$ cat src/rtl/bus_slave.sv
// bus_slave: word-addressed memory slave with a fixed number of wait states per transaction
module bus_slave #(
    parameter int DEPTH = 64,
    parameter int WAIT_CYCLES = 2
) (
    input  logic        clk,
    input  logic        reset,
    input  logic        req_valid,
    input  logic        req_write,
    input  logic [31:0] req_addr,
    input  logic [31:0] req_wdata,
    output logic        a_ready,
    output logic        d_ready,
    output logic [31:0] rdata,
    output logic        backpressure
);
    localparam int AW = $clog2(DEPTH);
    localparam logic [3:0] CNT_INIT = WAIT_CYCLES > 0 ? 4'(WAIT_CYCLES - 1) : 4'd0;
    typedef enum logic [1:0] {IDLE, WAIT, DATA} state_t;
    state_t state, state_nx;
    logic [3:0] cnt;
    logic wr_q;
    logic [AW-1:0] idx_q;
    logic [31:0] wdata_q;
    logic [31:0] mem [DEPTH];
    logic accept, cur_wr, unused;
    logic [AW-1:0] cur_idx;
    assign unused = ^{req_addr[31:AW+2], req_addr[1:0]};
    assign a_ready = state == IDLE && !reset;
    assign d_ready = state == DATA;
    assign backpressure = state != IDLE;
    assign accept = req_valid && a_ready;
    assign cur_wr = state == IDLE ? req_write : wr_q;
    assign cur_idx = state == IDLE ? req_addr[AW+1:2] : idx_q;
    always_comb begin
        state_nx = state;
        if (state == IDLE && accept) state_nx = WAIT_CYCLES > 0 ? WAIT : DATA;
        else if (state == WAIT && cnt == 4'd0) state_nx = DATA;
        else if (state == DATA) state_nx = IDLE;
    end
    always_ff @(posedge clk or posedge reset)
        if (reset) state <= IDLE;
        else state <= state_nx;
    always_ff @(posedge clk or posedge reset)
        if (reset) begin
            cnt <= '0;
            wr_q <= 1'b0;
            idx_q <= '0;
            wdata_q <= '0;
            rdata <= '0;
        end else begin
            if (accept) begin
                cnt <= CNT_INIT;
                wr_q <= req_write;
                idx_q <= req_addr[AW+1:2];
                wdata_q <= req_wdata;
            end else if (state == WAIT && cnt != 4'd0) cnt <= cnt - 4'd1;
            if (state_nx == DATA && state != DATA && !cur_wr) rdata <= mem[cur_idx];
        end
    always_ff @(posedge clk or posedge reset)
        if (reset) for (int i = 0; i < DEPTH; i++) mem[i] <= '0;
        else if (state == DATA && wr_q) mem[idx_q] <= wdata_q;
endmodule

$ cat config.mk
export PLATFORM = sky130hd
export DESIGN_NAME = bus_slave
export DESIGN_NICKNAME = d
export VERILOG_FILES = /design/src/rtl/bus_slave.sv
export SDC_FILE = /design/constraint.sdc
export NUM_CORES = 2
export LEC_CHECK = 0
export ABC_AREA = 1
export BUFFER_PORTS_ARGS = -buffer_cell sky130_fd_sc_hd__buf_4
export CORE_ASPECT_RATIO = 0.8
export CORE_UTILIZATION = 40
export DETAILED_ROUTE_END_ITERATION = 8
export SETUP_SLACK_MARGIN = 0.4
export SYNTH_ARGS = -nofsm -noshare
export SYNTH_HDL_FRONTEND = slang
export SYNTH_SLANG_ARGS = --single-unit
$ cat constraint.sdc
create_clock -name clk -period 84.1 [get_ports clk]
set_clock_uncertainty 0.2 [all_clocks]
set_input_delay 16.82 -clock clk [delete_from_list [all_inputs] [get_ports clk]]
set_output_delay 16.82 -clock clk [all_outputs]
set_load 0.03 [all_outputs]
==> impl_metrics.csv <==
group,metric,value,unit
synthesis,synth_flop_cell,"dfrtp_1",
sta,timing.final.ws_setup,49.79,ns
routing,drtPass1Iterations,7,
cts,cts_hold_buf,0,
grt,grt_pass1_vias,77190,
sta,post-route-period-util,40.80,%
power,finalPower,3.569,mW
power,p_sw_share,44.24,%
critical_path,rr_startpoint,"state[0]",
place,portBuffers,76,
routing,top_layer,"met5",
synthesis,yosys-top-cells-area,"dfrtp_1, nand2_1, nand3_1, o21ai_0, clkbuf_1",
routing,vias,81580,
grt,grt_max_degree,156,
cts,clockBufferDepth,4,
synthesis,yosys.area.top_type,"dfrtp_1",
cts,cts_root_buf,"clkbuf_16",
cts,postCtsSetupBuffers,0,
die,fp.dieH,438.5,um
die,core_area,0.2357,mm^2
synthesis,synth_commonest_cells,"nand2_1, nand3_1, dfrtp_1",
power,clockPowerShare,27.2,%
critical_path,reg2regPathDepth,17,
sta,rsz0062_at_grt,"no",
routing,drtIter0Drc,9246,
cts,cts_resized,0,
sta,timing.final.hold_violations,0,
sta,finalSetupTns,0,ns
power,power.leakage,44.85,nW
routing,totalWireLength,311400,um
worst_hold_path,hold_path.class,"flop to flop",
final_layout,layout-drive-gt1-share,6.443,%
grt,grt_overflow,0,
sta,period_needed,34.31,ns
routing,postRouteAntennaNets,0,
critical_path,r2r-end,"rdata[18]",
die,die_x,547.7,um
cts,h-tree-depth,4,
cts,cts.clk_slew.worst_paths,0.06,ns
routing,vias_per_cell,5.668,
synthesis,yosysSeqAreaShare,55.81,%
synthesis,synth_warnings,0,
routing,drc_errors,0,
die,fp.dieArea,0.2402,mm^2
critical_path,required,67.08,ns
place,gp_congestion,0.8165,
sta,relSlewSlack,17.05,%
critical_path,start_kind,"input port",
die,initial_core_util,40.42,%
synthesis,ys_types,25,
die,row_count,159,
worst_hold_path,holdPathStages,1,
critical_path,rrSetupSlack,76.51,ns
cts,cts_sinks,2125,
routing,routedWlPerCell,21.64,um
place,dp_slack,49.77,ns
final_layout,seq_area,0.05318,mm^2
cts,clock_latency,0.88,ns
power,p_int,1.990,mW
power,combPwrFrac,40.7,%
critical_path,critPathCaptureType,"primary output",
routing,wl_met2,138000,um
power,seqPwrFrac,32.1,%
final_layout,nFillCells,22950,
sta,slew_viol_final,0,
sta,setup_viol,0,
final_layout,multi_input_area,0.03757,mm^2
sta,whs,0.2815,ns
place,dp_hpwl,165100,um
grt,grt_pass1_wl,478400,um
critical_path,critical_path_class,"input port to primary output",
final_layout,final_nets,11150,
power,power_switching,1.579,mW
routing,wl_met3,25230,um
synthesis,synth_most_common_cell,"nand2_1",
synthesis,synthArstFlopShare,100.0,%
grt,antenna_found_initial,2,
power,irDropWorstVdd,0.04423,mV
synthesis,synth_area,0.09528,mm^2
synthesis,syn-num-nets,11770,
critical_path,arrival,17.29,ns
synthesis,ys_ff_latch,2125,
cts,cts_tree,"done",
flow_run,cap_violations,0,
sta,fmax,0.02914,GHz
sta,tightest_slew,1.244,ns
critical_path,path_max_fanout,2,
cts,numCtsBuffers,213,
routing,wirelength_met1,136900,um
power,p_per_area,34.33,mW/mm^2
worst_hold_path,hold_end,"cnt[3]",
synthesis,synthCells,11700,
outcome,outcome,"complete, no violations",
synthesis,synth.avg_cell_area,8.143,um^2
synthesis,synth_edf_count,0,
synthesis,synth_top_area_share,55.81,%
grt,gr-usage-all-layers,25.61,%
worst_hold_path,min_from,"cnt[3]",
die,ioPinCount,103,
final_layout,area.growth.synth_to_final,9.136,%
-- worst max-delay path, cell delays in order --
cell    delay, ns
buf_4        0.13
nor2_1       0.15
buf_4        0.19
-- per-stage QoR --
stage	area [um^2]	instances	util, %
6_report	104000	14390	44.11
4_1_cts	104000	14390	44.11
5_1_grt	104000	14390	44.11
3_3_place_gp	96950	14010	41.13
2_1_floorplan	95280	11700	-
3_5_place_dp	96950	14010	41.13
-- layer usage --
metal  up-vias  GRT usage [%]
li1      37520              -
met1     40040          36.44
met2      3474          39.93
met3       541          3.571
met4         4          9.193
met5         -              0
-- worst max-delay path by stage --
| stage | start | end | slack, ns | cells past startpoint |
|---|---|---|---|---|
| 2_1_floorplan | reset | cnt[0] | 7.05 | 1 |
| 3_3_place_gp | reset | a_ready | 49.79 | 3 |
| 3_5_place_dp | reset | a_ready | 49.77 | 3 |
| 4_1_cts | reset | a_ready | 49.78 | 3 |
| 5_1_grt | reset | a_ready | 49.75 | 3 |
| 6_report | reset | a_ready | 49.79 | 3 |
-- power groups by stage --
stage / registers [mW] / logic [mW] / clock network [mW]
finish: 1.15 / 1.45 / 0.971
global route: 1.16 / 1.54 / 1.03
CTS: 1.15 / 1.43 / 0.986
detailed placement: 1.16 / 1.43 / 0
global placement: 1.16 / 1.42 / 0
floorplan: 1.17 / 0.918 / 0
-- kinds of logic (layout without fill, tap and decap cells) --
group	after synthesis	after routing	synth area share, %
and+or+nand+nor	6326	6326	28.24
DFF	2125	2125	55.81
AOI/OAI and AO/OA	2101	2101	11.04
buffers and inverters	1148	699	4.894
adders and majority gates	1	1	0.01313
other	0	2	0
-- flip-flops by register name, indices dropped and copies added (netlist names) --
signal and cells:
mem 2048, wr_q 1, state 2, idx_q 6, wdata_q 32, cnt 4, rdata 32
-- layout by cell type, fill, tap and decap left out, types with 6 or more instances in the layout --
| cell type | netlist | layout |
|---|---|---|
| buf_12 | 0 | 9 |
| buf_4 | 3 | 249 |
| bufinv_16 | 0 | 13 |
| clkbuf_1 | 766 | 54 |
| clkbuf_16 | 0 | 217 |
| clkbuf_8 | 0 | 53 |
| clkinv_2 | 0 | 41 |
| dfrtp_1 | 2125 | 2125 |
| inv_1 | 47 | 11 |
| inv_2 | 7 | 40 |
| nand2_1 | 3990 | 3988 |
| nand2_2 | 68 | 66 |
| nand3_1 | 2242 | 2242 |
| nor2_1 | 6 | 6 |
| nor4_4 | 8 | 8 |
| o21ai_0 | 1863 | 1861 |
| o21ai_1 | 233 | 230 |
| o21ai_4 | 0 | 6 |
-- layout make-up --
class	instances	area share (%)
timing repair buffer	258	1.971
sequential	2125	51.14
tap	3139	3.777
clock buffer	324	6.119
inverter	56	0.2226
multi-input combinational	8428	36.13
clock inverter	61	0.6413
antenna	2	0.004813
Note: power is estimated with default switching activity, not from simulation.
